<file path="src/rtl/loader_pkg.sv">
// Shared definitions for the instruction-memory loader.
//   state_t           : loader FSM states
//   DEFAULT_HALT_WORD : terminator instruction; also used by the instruction decoder
//   BYTES_PER_WORD    : bytes per instruction word
package loader_pkg;

    typedef enum logic [2:0] {
        ST_IDLE,
        ST_RECV,
        ST_WRITE,
        ST_DONE,
        ST_OVERFLOW
    } state_t;

    localparam logic [31:0] DEFAULT_HALT_WORD = 32'hFFFF_FFFF;
    localparam int          BYTES_PER_WORD    = 4;

endpackage

</file>
<file path="src/rtl/byte_assembler.sv">
// Packs a byte stream into 32-bit words, MSB first.
// Ports:
//   clk, i_rst_n : clock, synchronous active-low reset
//   clear        : discard any partial word
//   byte_valid   : accept byte_data this cycle
//   byte_data    : incoming byte
//   word_valid   : high in the cycle the 4th byte is accepted
//   word         : assembled word, valid while word_valid is high
module byte_assembler
    import loader_pkg::*;
(
    input  logic        clk,
    input  logic        i_rst_n,
    input  logic        clear,
    input  logic        byte_valid,
    input  logic [7:0]  byte_data,
    output logic        word_valid,
    output logic [31:0] word
);

    logic [1:0]  byte_cnt;
    // Only the three earlier bytes need storing; the fourth is taken straight
    // from the input so the word is available in the cycle it completes.
    logic [23:0] shreg;

    assign word       = {shreg, byte_data};
    assign word_valid = byte_valid && (byte_cnt == 2'(BYTES_PER_WORD - 1));

    always_ff @(posedge clk) begin
        if (!i_rst_n || clear) begin
            byte_cnt <= 2'd0;
            shreg    <= 24'd0;
        end else if (byte_valid) begin
            shreg    <= word[23:0];
            byte_cnt <= byte_cnt + 2'd1;
        end
    end

endmodule

</file>
<file path="src/rtl/instr_mem_loader.sv">
// Instruction-memory load port writer: turns received bytes into 32-bit words
// and writes them to consecutive word addresses, holding the CPU meanwhile.
// A load ends on HALT_WORD (written, then o_done) or when the last memory
// slot has been written (o_overflow).
// Ports:
//   clk, i_rst_n  : clock, synchronous active-low reset
//   i_load_start  : one-cycle pulse, starts/restarts a session
//   i_rx_data/valid: byte stream
//   o_we, o_instr_data, o_addr : memory write port (one pulse per word)
//   o_cpu_hold    : fetch halt while receiving/writing
//   o_done, o_overflow : session end flags (levels)
//   o_word_count  : words written this session
//
// state    | meaning
// ---------+-----------------------------------------------
// IDLE     | no session since reset; bytes ignored
// RECV     | collecting bytes of the next word
// WRITE    | single cycle: o_we asserted for the assembled word
// DONE     | HALT_WORD written; o_done held
// OVERFLOW | last slot written without HALT_WORD; o_overflow held
module instr_mem_loader
    import loader_pkg::*;
#(
    parameter int          NB_ADDR   = 8,
    parameter logic [31:0] HALT_WORD = DEFAULT_HALT_WORD
) (
    input  logic               clk,
    input  logic               i_rst_n,
    input  logic               i_load_start,
    input  logic [7:0]         i_rx_data,
    input  logic               i_rx_valid,
    output logic               o_we,
    output logic [31:0]        o_instr_data,
    output logic [NB_ADDR-1:0] o_addr,
    output logic               o_cpu_hold,
    output logic               o_done,
    output logic               o_overflow,
    output logic [NB_ADDR-2:0] o_word_count
);

    localparam logic [NB_ADDR-1:0] LAST_ADDR = {{(NB_ADDR-2){1'b1}}, 2'b00};

    state_t             state, state_nxt;
    logic [NB_ADDR-1:0] addr;
    logic [NB_ADDR-2:0] word_count;
    logic [31:0]        instr_data;
    logic               done, overflow;

    logic               accept_byte;
    logic               word_valid;
    logic [31:0]        word;
    logic               is_halt;
    logic               last_slot;

    assign is_halt   = (instr_data == HALT_WORD);
    assign last_slot = (addr == LAST_ADDR);

    // A byte arriving in WRITE belongs to the next word, but only if the
    // session continues. A start in the same cycle drops the byte.
    assign accept_byte = i_rx_valid && !i_load_start &&
                         ((state == ST_RECV) ||
                          ((state == ST_WRITE) && !is_halt && !last_slot));

    byte_assembler u_byte_assembler (
        .clk        (clk),
        .i_rst_n    (i_rst_n),
        .clear      (i_load_start),
        .byte_valid (accept_byte),
        .byte_data  (i_rx_data),
        .word_valid (word_valid),
        .word       (word)
    );

    always_ff @(posedge clk) begin
        if (!i_rst_n) begin
            state <= ST_IDLE;
        end else begin
            state <= state_nxt;
        end
    end

    always_comb begin
        state_nxt = state;
        if (i_load_start) begin
            state_nxt = ST_RECV;
        end else begin
            case (state)
                ST_IDLE:     state_nxt = ST_IDLE;
                ST_RECV:     if (word_valid) state_nxt = ST_WRITE;
                ST_WRITE: begin
                    if (is_halt)        state_nxt = ST_DONE;
                    else if (last_slot) state_nxt = ST_OVERFLOW;
                    else                state_nxt = ST_RECV;
                end
                ST_DONE:     state_nxt = ST_DONE;
                ST_OVERFLOW: state_nxt = ST_OVERFLOW;
                default:     state_nxt = ST_IDLE;
            endcase
        end
    end

    always_ff @(posedge clk) begin
        if (!i_rst_n) begin
            addr       <= '0;
            word_count <= '0;
            instr_data <= 32'd0;
            done       <= 1'b0;
            overflow   <= 1'b0;
        end else begin
            if (word_valid) begin
                instr_data <= word;
            end
            // A restart overrides the bookkeeping of a concurrent WRITE; its
            // o_we still goes out because o_we is decoded from the current state.
            if (i_load_start) begin
                addr       <= '0;
                word_count <= '0;
                done       <= 1'b0;
                overflow   <= 1'b0;
            end else if (state == ST_WRITE) begin
                word_count <= word_count + (NB_ADDR-1)'(1);
                if (is_halt) begin
                    done <= 1'b1;
                end else if (last_slot) begin
                    overflow <= 1'b1;
                end else begin
                    addr <= addr + NB_ADDR'(BYTES_PER_WORD);
                end
            end
        end
    end

    assign o_we         = (state == ST_WRITE);
    assign o_instr_data = instr_data;
    assign o_addr       = addr;
    assign o_cpu_hold   = (state == ST_RECV) || (state == ST_WRITE);
    assign o_done       = done;
    assign o_overflow   = overflow;
    assign o_word_count = word_count;

endmodule

</file>
<file path="config.mk">
export PLATFORM = sky130hd
export DESIGN_NAME = instr_mem_loader
export DESIGN_NICKNAME = d
export VERILOG_FILES = /design/src/rtl/loader_pkg.sv /design/src/rtl/byte_assembler.sv /design/src/rtl/instr_mem_loader.sv
export SDC_FILE = /design/constraint.sdc
export NUM_CORES = 1
export LEC_CHECK = 0
export CORE_AREA = 4 4 119 121
export CTS_CLUSTER_DIAMETER = 150
export DETAILED_ROUTE_END_ITERATION = 8
export DIE_AREA = 0 0 123 125
export PLACE_DENSITY = 0.42
export SYNTH_ARGS = -nofsm -noshare
export SYNTH_HDL_FRONTEND = slang
export SYNTH_SLANG_ARGS = --single-unit
</file>
<file path="constraint.sdc">
create_clock -name clk -period 2.26 [get_ports clk]
set_input_delay 0.339 -clock clk [delete_from_list [all_inputs] [get_ports clk]]
set_output_delay 0.339 -clock clk [all_outputs]
set_load 0.05 [all_outputs]
</file>
==> impl_metrics.py, run 1 <==
metrics = {
    "final_layout": {
        "fill_cells": 1357,
        "fin_util_pct": 33.38,
        "diodes": 0,
        "synthToLayoutAreaGrowth_pct": 35.31,
        "drive_gt1_share_pct": 8.592,
        "nNetsFinal": 429,
        "layout_commonest_cell": "nand2_1",
        "final_cell_mix": "nand2_1 (113), dfxtp_1 (74), mux2i_1 (59)",
    },
    "power": {
        "pwr-share-seq_pct": 44.2,
        "power.internal_mw": 2.422,
        "p_leak_nw": 1.440,
        "p_sw_share_pct": 20.62,
        "p_comb_share_pct": 4.2,
        "switching_power_uw": 629.0,
        "p_clk_share_pct": 51.6,
        "irDropWorstVdd_mv": 0.3445,
        "power_density_mw_per_mm2": 698.4,
    },
    "sta": {
        "rsz0062_at_grt": "false",
        "hold_violations": 0,
        "fin_skew_ps": 5.794,
        "min_period_ps": 2145,
        "setup_violations": 0,
        "drv_slew": 0,
        "timing.fmax_mhz": 466.3,
        "post-route-period-util_pct": 94.90,
        "setup-tns-final_ps": 0,
        "worstMarginPinSlew_ps": 662.1,
        "slew-limit-headroom_pct": 55.86,
    },
    "clock_tree": {
        "clock_path_buffers": 2,
        "cts_tree": "built",
        "hold_buffers": 0,
        "cts_buffers": 9,
        "postCtsSetupBuffers": 0,
        "cts.sinks": 76,
        "root_buffer": "clkbuf_16",
        "clk_latency_ps": 330,
        "htree_levels": 3,
        "cts_resized": 0,
        "clkTransAtPathRegs_ps": 50,
    },
    "die": {
        "io_pins": 63,
        "dieWidth_um": 123,
        "die_y_um": 125,
        "row_count": 42,
        "die_area_mm2": 0.01538,
        "initial_utilization_pct": 24.67,
        "core_mm2": 0.01309,
    },
    "synth": {
        "synthMuxAreaShare_pct": 18.29,
        "synth_top_family_by_area": "simple AND/OR/NAND/NOR gates",
        "synthSimpleGateAreaFrac_pct": 21.05,
        "synthAdderAreaFrac_pct": 1.163,
        "ys_async_sr_fraction_pct": 0,
        "synth_edf_count": 0,
        "syn_avg_cell_area_um2": 9.093,
        "netlist_instances": 355,
        "synth_compound_area_share_pct": 5.194,
        "ys.flop_type": "dfxtp_1",
        "synthXorXnorAreaFrac_pct": 1.628,
        "yosysWarnings": 0,
        "yosysUniqueCellTypes": 39,
        "synth_area_leaders": "dfxtp_1 (47%), mux2i_1 (18%), nand2_1 (13%)",
        "syn-cell-area_mm2": 0.003228,
        "seq_area_frac_synth_pct": 47.13,
        "synth.ff_latch_count": 76,
        "synth_top_area_share_pct": 47.13,
        "synth_area_leader_cell": "dfxtp_1",
    },
    "min_path": {
        "whs_path_depth": 3,
        "worstHoldStart": "i_rst_n",
        "min_to": "state[0]$_SDFFE_PN0P_",
        "min_path_type": "input pin to flip-flop",
    },
    "drt": {
        "drc": 0,
        "detail_route.vias_per_cell": 4.282,
        "drt-initial-drc-count": 121,
        "dr.pass1.iters": 4,
        "wl_per_cell_um": 14.00,
        "drt-total-wl_um": 8331,
        "drtAntennaViolNets": 0,
        "vias": 2548,
    },
    "setup_path": {
        "worstSetupEndpointType": "output port",
        "worstPathMaxFanout": 7,
        "arrival_ps": 1810,
        "r2r_end": "o_instr_data[7]$_SDFFE_PN0P_",
        "startpoint": "state[1]$_SDFFE_PP0P_",
        "criticalPathCategory": "flip-flop to output port",
        "r2r_cells": 5,
        "reg2reg_from": "state[0]$_SDFFE_PN0P_",
        "crit_path_start_kind": "flip-flop",
        "r2r_setup_slack_ps": 240,
        "worst_ep_required_time_ps": 1920,
    },
    "global_route": {
        "grt_pass1_wl_um": 13170,
        "grt_usage_pct": 11.18,
        "grt_overflow_total": 0,
        "antenna_found_initial": 0,
        "grt_max_degree": 66,
        "grt_pass1_vias": 2416,
    },
    "status": {
        "status": "completed",
    },
    "place": {
        "dp_hpwl_um": 6001,
        "portBuffers": 60,
        "gp_congestion": 0.7093,
    },
    "job": {
        "cap_violations": 0,
    },
}
## synthesized netlist by cell type, types with 3 or more instances
library cell,number
clkbuf_1,14
nor2_1,11
nor3_1,3
buf_12,3
a21oi_1,10
xor2_1,3
inv_1,3
mux2i_1,59
xnor2_1,3
ha_1,3
dfxtp_1,76
or3_1,3
a211oi_1,3
nand2_1,113
nand4_1,11
o21ai_0,6
buf_4,5
## worst max-delay path by stage
stage / to / slack [ps] / cells past startpoint
floorplan: u_byte_assembler.byte_cnt[0]$_SDFFE_PP0P_ / 140 / 7
global placement: o_instr_data[19]$_SDFFE_PN0P_ / 100 / 7
detailed placement: o_instr_data[7]$_SDFFE_PN0P_ / 50 / 7
CTS: o_cpu_hold / 80 / 4
global route: o_cpu_hold / 10 / 4
finish: o_cpu_hold / 120 / 4
## layer usage
layer	global-route usage (%)	share of wire [%]	up-vias
met5	0	0	-
met4	5.668	2.3	0
met3	2.665	4.3	12
met2	15.50	41	51
met1	16.00	52	1173
li1	-	-	1312
## worst max-delay path: stages (launching register included)
cell	delay [ps]
dfxtp_1	300
buf_4	150
xnor2_1	120
nor2_1	100
clkdlybuf4s50_1	810
## registers in the layout, summed over array words and instances (netlist names)
| register | cells |
|---|---|
| u_byte_assembler.byte_cnt | 2 |
| o_addr | 6 |
| o_instr_data | 32 |
| state | 3 |
| o_word_count | 7 |
| u_byte_assembler.shreg | 24 |
| o_overflow | 1 |
| o_done | 1 |
## logic make-up (layout without fill, tap and decap cells)
family / after synthesis / after routing
simple gates: 157 / 157
fa+ha+maj: 3 / 3
xor+xnor: 6 / 6
flops: 76 / 76
other cells: 1 / 2
buf+inv: 28 / 91
mux: 59 / 59
compound gates: 25 / 25
## layout make-up
class                           instances  area [µm²]  area share [%]
Sequential cell                        76        1524           34.89
Timing Repair Buffer                   71       738.2           16.90
Inverter                                4       15.01          0.3437
Multi-Input combinational cell        252        1541           35.29
Tap cell                              176       220.2           5.042
Clock buffer                           13       260.3           5.958
Clock inverter                          3       68.82           1.575
## stage by stage
stage          worst slack, ps  total power [mW]  std cells  instance area (µm²)  hold slack, ps
3_3_place_gp             102.8             1.507        579                 4039           447.1
4_1_cts                  79.32             3.092        595                 4368           328.9
2_1_floorplan            135.4             1.456        356                 3234           435.0
6_report                 115.3             3.051        595                 4368           340.2
3_5_place_dp             45.47             1.507        579                 4039           450.9
5_1_grt                  14.96             3.151        595                 4368           340.5
## power groups by stage
stage / logic [mW] / clock network (mW) / registers (mW)
after floorplan: 0.0793 / 0 / 1.38
after global placement: 0.129 / 0 / 1.38
after detailed placement: 0.130 / 0 / 1.38
after CTS: 0.130 / 1.61 / 1.35
after global routing: 0.139 / 1.66 / 1.35
final: 0.127 / 1.58 / 1.35
Power figures use the tool's default switching activity.
==> inputs of run 2 (changes only) <==
ABC_AREA = 1   (was not set)
CORE_AREA = 4 4 127 129   (was 4 4 119 121)
DIE_AREA = 0 0 131 133   (was 0 0 123 125)
PLACE_DENSITY = 0.41   (was 0.42)
==> run 2 against run 1 <==
Effect of this change: die area up 13%; flip-flop and latch count is the same; sequential power barely moved; total power rose by 4.5%; utilization fell by 1.6 points; critical path type unchanged; largest cell class unchanged.
==> impl_metrics.py, run 2 <==
metrics = {
    "global_route": {
        "grt_pass1_wl_um": 16200,
        "grt_max_degree": 50,
        "grt_overflow_total": 0,
        "grt_usage_pct": 11.70,
        "antenna_found_initial": 0,
        "grt_pass1_vias": 3194,
    },
    "sta": {
        "hold_violations": 0,
        "drv_slew": 0,
        "worstMarginPinSlew_ps": 515.3,
        "whs_ps": 454.2,
        "setup_violations": 0,
        "rsz0062_at_grt": "false",
        "fin_skew_ps": 2.868,
        "timing.fmax_mhz": 510.6,
        "setup-tns-final_ps": 0,
        "slew-limit-headroom_pct": 65.54,
        "post-route-period-util_pct": 86.66,
        "min_period_ps": 1958,
    },
    "setup_path": {
        "crit_chain": "clkdlybuf4s50_1",
        "worstPathMaxFanout": 5,
        "crit_path_start_kind": "flip-flop",
        "cpMaxStageDelayCell": "clkdlybuf4s50_1",
        "criticalPathCategory": "flip-flop to output port",
        "path_delay_family": "buffers and inverters",
        "max_stage_delay_ps": 850,
        "cp_num_buf_inv": 1,
        "worstSetupEndpointType": "output port",
        "worstSetupPathDepth": 1,
        "r2r_cells": 10,
        "arrival_ps": 1620,
        "worst_ep_required_time_ps": 1920,
    },
    "place": {
        "gp_congestion": 0.7677,
        "dp_hpwl_um": 6868,
        "portBuffers": 60,
        "placed_cell_area_mm2": 0.004449,
        "dp_cells": 774,
    },
    "synth": {
        "synth_compound_area_share_pct": 6.621,
        "syn-cell-area_mm2": 0.003685,
        "synth_area_leaders": "dfxtp_1 (41%), nand2_1 (14%), inv_1 (12%)",
        "synth_area_leader_cell": "dfxtp_1",
        "ys_async_sr_fraction_pct": 0,
        "synthMuxAreaShare_pct": 0,
        "syn_avg_cell_area_um2": 6.761,
        "synth_common_cells": "nand2_1 (138), inv_1 (114), dfxtp_1 (76)",
        "synth_top_area_share_pct": 41.29,
        "ys.flop_type": "dfxtp_1",
        "synthAdderAreaFrac_pct": 1.019,
        "synth_edf_count": 0,
        "synthXorXnorAreaFrac_pct": 0.9508,
        "synthSimpleGateAreaFrac_pct": 33.38,
        "synth.ff_latch_count": 76,
        "yosysUniqueCellTypes": 29,
        "synth_top_family_by_area": "simple AND/OR/NAND/NOR gates",
        "netlist_instances": 545,
        "seq_area_frac_synth_pct": 41.29,
        "yosysWarnings": 0,
        "yosysMostFrequentCell": "nand2_1",
    },
    "die": {
        "core_mm2": 0.01503,
        "row_count": 45,
        "io_pins": 63,
        "die_area_mm2": 0.01742,
        "die_y_um": 133,
        "dieWidth_um": 131,
        "initial_utilization_pct": 24.51,
    },
    "final_layout": {
        "nNetsFinal": 612,
        "final_cell_count_no_fill": 790,
        "diodes": 0,
        "layout_commonest_cell": "nand2_1",
        "largest_reg_flops": 32,
        "final_area_mm2": 0.004785,
        "fill_cells": 1654,
        "fin_util_pct": 31.83,
        "synthToLayoutAreaGrowth_pct": 29.85,
        "final_cell_mix": "nand2_1 (138), inv_1 (114), dfxtp_1 (76)",
        "drive_gt1_share_pct": 7.475,
    },
    "power": {
        "p_leak_nw": 1.802,
        "irDropWorstVdd_mv": 0.2882,
        "power_density_mw_per_mm2": 666.3,
    },
    "status": {
        "status": "completed",
    },
    "drt": {
        "drc": 0,
        "drt-total-wl_um": 9723,
        "wl_per_cell_um": 12.31,
        "vias": 3271,
        "drt-initial-drc-count": 164,
        "drtAntennaViolNets": 0,
        "dr.pass1.iters": 4,
        "detail_route.vias_per_cell": 4.141,
    },
    "clock_tree": {
        "clock_path_buffers": 2,
        "postCtsSetupBuffers": 0,
        "htree_levels": 3,
        "cts_buffers": 9,
        "cts.sinks": 76,
        "clkTransAtPathRegs_ps": 60,
        "hold_buffers": 0,
        "root_buffer": "clkbuf_16",
        "cts_resized": 0,
        "cts_tree": "built",
        "clk_latency_ps": 330,
    },
    "min_path": {
        "min_path_type": "flip-flop to flip-flop",
        "whs_path_depth": 2,
    },
    "job": {
        "cap_violations": 0,
    },
}
## run 2: final timing paths
path,start,to,slack [ps]
setup / recovery,o_addr[6]$_SDFFE_PP0P_,o_addr[6],300
hold / removal,o_overflow$_SDFFE_PP0P_,o_overflow$_SDFFE_PP0P_,450
setup reg to reg,o_addr[3]$_SDFFE_PP0P_,o_instr_data[28]$_SDFFE_PN0P_,310
hold reg to reg,o_overflow$_SDFFE_PP0P_,o_overflow$_SDFFE_PP0P_,450
## run 2: area by class of cell
class                           instances  area, µm²  share of cell area [%]
Clock buffer                           11      232.7                   4.864
Timing Repair Buffer                   70      700.7                   14.64
Sequential cell                        76       1521                   31.80
Clock inverter                          5      100.1                   2.092
Multi-Input combinational cell        324       1554                   32.48
Inverter                              116      440.4                   9.205
Tap cell                              188      235.2                   4.916
## run 2: power breakdown
group	internal, mW	switching, mW	leakage [nW]
Sequential	1.34	0.00396	0.612
Clock	1.08	0.568	0.163
Combinational	0.0584	0.137	1.03
## run 2: routing by layer
layer  vias to the layer above  global-route usage [%]  wire length [µm]
li1                       1765                       -                 -
met1                      1447                   15.77              4760
met2                        49                   18.31              4531
met3                        10                   2.665               300
met4                         0                   3.943               131
met5                         -                       0                 0
## run 2: kinds of logic after synthesis
| group | after synthesis |
|---|---|
| DFF | 76 |
| other | 1 |
| buffers and inverters | 146 |
| AOI/OAI and AO/OA | 48 |
| xor gates and xnor gates | 4 |
| and+or+nand+nor | 267 |
| adders and majority gates | 3 |
## run 2: stage by stage
stage,setup WS (ps),power [mW]
floorplan,235.6,1.522
global placement,351.3,1.574
detailed placement,301.7,1.575
CTS,6.104,3.238
global route,49.29,3.309
finish,301.5,3.188
==> inputs of run 3 (changes only) <==
CELL_PAD_IN_SITES_DETAIL_PLACEMENT = 1   (was not set)
CELL_PAD_IN_SITES_GLOBAL_PLACEMENT = 1   (was not set)
DONT_BUFFER_PORTS = 1   (was not set)
PLACE_DENSITY = 0.47   (was 0.41)
==> run 3 against run 2 <==
Effect of this change: count of clock-buffer cells in the layout shrank 1; worst setup slack lost 66 ps; utilization is 2.0 points lower; first-iteration DRC count decreased by 39%; flip-flop and latch count unchanged; via count is 1.7% higher; worst hold slack lost 330 ps; total power is 7.0% lower; clock power shrank 12%; sequential share of layout area up 2.2 points; register-to-register slack got worse by 70 ps; global-route usage grew 1.3 points; critical path type is now flip-flop to flip-flop; highest routed layer unchanged.
==> impl_metrics.py, run 3 (synthesis results as in run 2) <==
metrics = {
    "global_route": {
        "grt_pass1_vias": 3477,
        "grt_usage_pct": 12.97,
        "grt_max_degree": 41,
        "grt_pass1_wl_um": 17800,
        "grt_overflow_total": 0,
        "antenna_found_initial": 0,
    },
    "setup_path": {
        "cpMaxStageDelayCell": "dfxtp_1",
        "r2r_setup_slack_ps": 240,
        "criticalPathCategory": "flip-flop to flip-flop",
        "max_stage_delay_ps": 330,
        "worst_ep_required_time_ps": 2490,
        "cp_num_buf_inv": 2,
        "arrival_ps": 2250,
        "r2r_cells": 12,
        "critical_path.most_common_cell": "nand2_1",
        "worstPathMaxFanout": 22,
        "path_delay_family": "simple AND/OR/NAND/NOR gates",
        "reg2reg_from": "o_instr_data[28]$_SDFFE_PN0P_",
        "crit_path_start_kind": "flip-flop",
        "worstSetupPathDepth": 12,
        "crit_chain": "nand2_1 -> nor2_1 -> nand2_1 -> nor2_1 -> nand2_1 -> nand3_4 -> nand2_4 -> nand3_2 -> buf_4 -> nand2_1 -> inv_1 -> nor2_1",
        "worstSetupEndpointType": "flip-flop",
        "crit_end": "o_instr_data[18]$_SDFFE_PN0P_",
        "r2r_end": "o_instr_data[18]$_SDFFE_PN0P_",
        "startpoint": "o_instr_data[28]$_SDFFE_PN0P_",
    },
    "final_layout": {
        "final_cell_mix": "nand2_1 (138), inv_1 (114), dfxtp_1 (76)",
        "diodes": 0,
        "fill_cells": 1870,
        "fin_util_pct": 29.78,
        "synthToLayoutAreaGrowth_pct": 21.49,
        "nNetsFinal": 593,
        "regArea_mm2": 0.001521,
        "drive_gt1_share_pct": 15.12,
        "final_cell_count_no_fill": 770,
        "largest_reg_flops": 32,
        "layout_commonest_cell": "nand2_1",
        "multi_input_comb_area_mm2": 0.001568,
    },
    "drt": {
        "wl_per_cell_um": 14.08,
        "drtAntennaViolNets": 0,
        "dr.pass1.iters": 4,
        "wl_met3_um": 584,
        "dr.max_layer_used": "met4",
        "drt-total-wl_um": 10840,
        "met1Wirelength_um": 5002,
        "drc": 0,
        "drt-initial-drc-count": 100,
        "detail_route.vias_per_cell": 4.318,
        "vias": 3325,
        "wl_met2_um": 5123,
    },
    "clock_tree": {
        "postCtsSetupBuffers": 0,
        "clock_path_buffers": 2,
        "clk_latency_ps": 340,
        "cts_tree": "built",
        "root_buffer": "clkbuf_16",
        "clkTransAtPathRegs_ps": 60,
        "cts_buffers": 9,
        "cts.sinks": 76,
        "htree_levels": 3,
    },
    "sta": {
        "rsz0062_at_grt": "false",
        "setup_violations": 0,
        "drv_slew": 0,
        "setup-tns-final_ps": 0,
        "setup_ws_ps": 235.4,
        "post-route-period-util_pct": 89.59,
        "worstMarginPinSlew_ps": 611.5,
        "fin_skew_ps": 6.241,
        "min_period_ps": 2025,
        "timing.fmax_mhz": 493.9,
        "hold_violations": 0,
        "slew-limit-headroom_pct": 59.13,
    },
    "job": {
        "cap_violations": 0,
    },
    "place": {
        "place_ws_ps": 202.0,
        "dp_cells": 755,
        "portBuffers": 0,
        "dp_hpwl_um": 8146,
        "gp_congestion": 0.7216,
    },
    "die": {
        "core_mm2": 0.01503,
        "die_y_um": 133,
        "dieWidth_um": 131,
        "die_area_mm2": 0.01742,
        "initial_utilization_pct": 24.51,
        "row_count": 45,
        "io_pins": 63,
    },
    "power": {
        "p_leak_nw": 1.772,
        "p_total_mw": 2.964,
        "irDropWorstVdd_mv": 0.3240,
        "power_density_mw_per_mm2": 662.1,
    },
    "min_path": {
        "min_path_type": "input pin to flip-flop",
    },
    "status": {
        "status": "completed",
    },
}
-- run 3: cell count changes in the layout (fill, tap and decap cells not counted), sizes merged --
cell / previous run / this run
clkdlybuf4s50: 58 / 0
clkinvlp: 0 / 1
bufinv: 3 / 1
buf: 11 / 51
dlymetal6s2s: 1 / 0
clkinv: 3 / 4
clkbuf: 11 / 10
-- run 3: repair_timing --
| action | in CTS | in global routing |
|---|---|---|
| endpoints found under the hold margin | 0 | 0 |
| gates resized for setup | 0 | 3 |
| setup endpoints to repair | 0 | 7 |
| hold buffers | 0 | 0 |
-- run 3: worst min-delay path by stage --
stage | depth (start not counted) | endpoint | start
after floorplan | 2 | u_byte_assembler.shreg[16]$_SDFFE_PP0P_ | u_byte_assembler.shreg[16]$_SDFFE_PP0P_
after global placement | 2 | state[0]$_SDFFE_PN0P_ | i_rst_n
after detailed placement | 2 | u_byte_assembler.shreg[20]$_SDFFE_PP0P_ | u_byte_assembler.shreg[20]$_SDFFE_PP0P_
after CTS | 2 | state[0]$_SDFFE_PN0P_ | i_rst_n
after global routing | 2 | o_instr_data[23]$_SDFFE_PN0P_ | i_rst_n
final | 2 | state[0]$_SDFFE_PN0P_ | i_rst_n
-- run 3: final cells by class --
cell class / instances / area share, %
clock buffers: 10 / 5.338
clock inverters: 5 / 1.174
inverters: 116 / 9.838
multi-input cells: 324 / 35.02
flip-flops and latches: 76 / 33.99
well taps: 188 / 5.254
repair buffers: 51 / 9.391
-- run 3: metrics by stage --
step | cell area (µm²) | hold slack (ps)
2_1_floorplan | 3689 | 439.0
3_3_place_gp | 4172 | 450.0
3_5_place_dp | 4172 | 460.2
4_1_cts | 4463 | 102.0
5_1_grt | 4477 | 108.6
6_report | 4477 | 119.3
-- run 3: power breakdown --
group          internal, mW  switching (mW)
logic                0.0442           0.125
registers              1.34         0.00385
clock network         0.873           0.573
-- run 3: layer usage --
| layer | vias to the layer above | GRT usage, % |
|---|---|---|
| met5 | - | 0 |
| met4 | 0 | 3.771 |
| met3 | 13 | 3.956 |
| met2 | 49 | 21.28 |
| met1 | 1536 | 16.26 |
| li1 | 1727 | - |
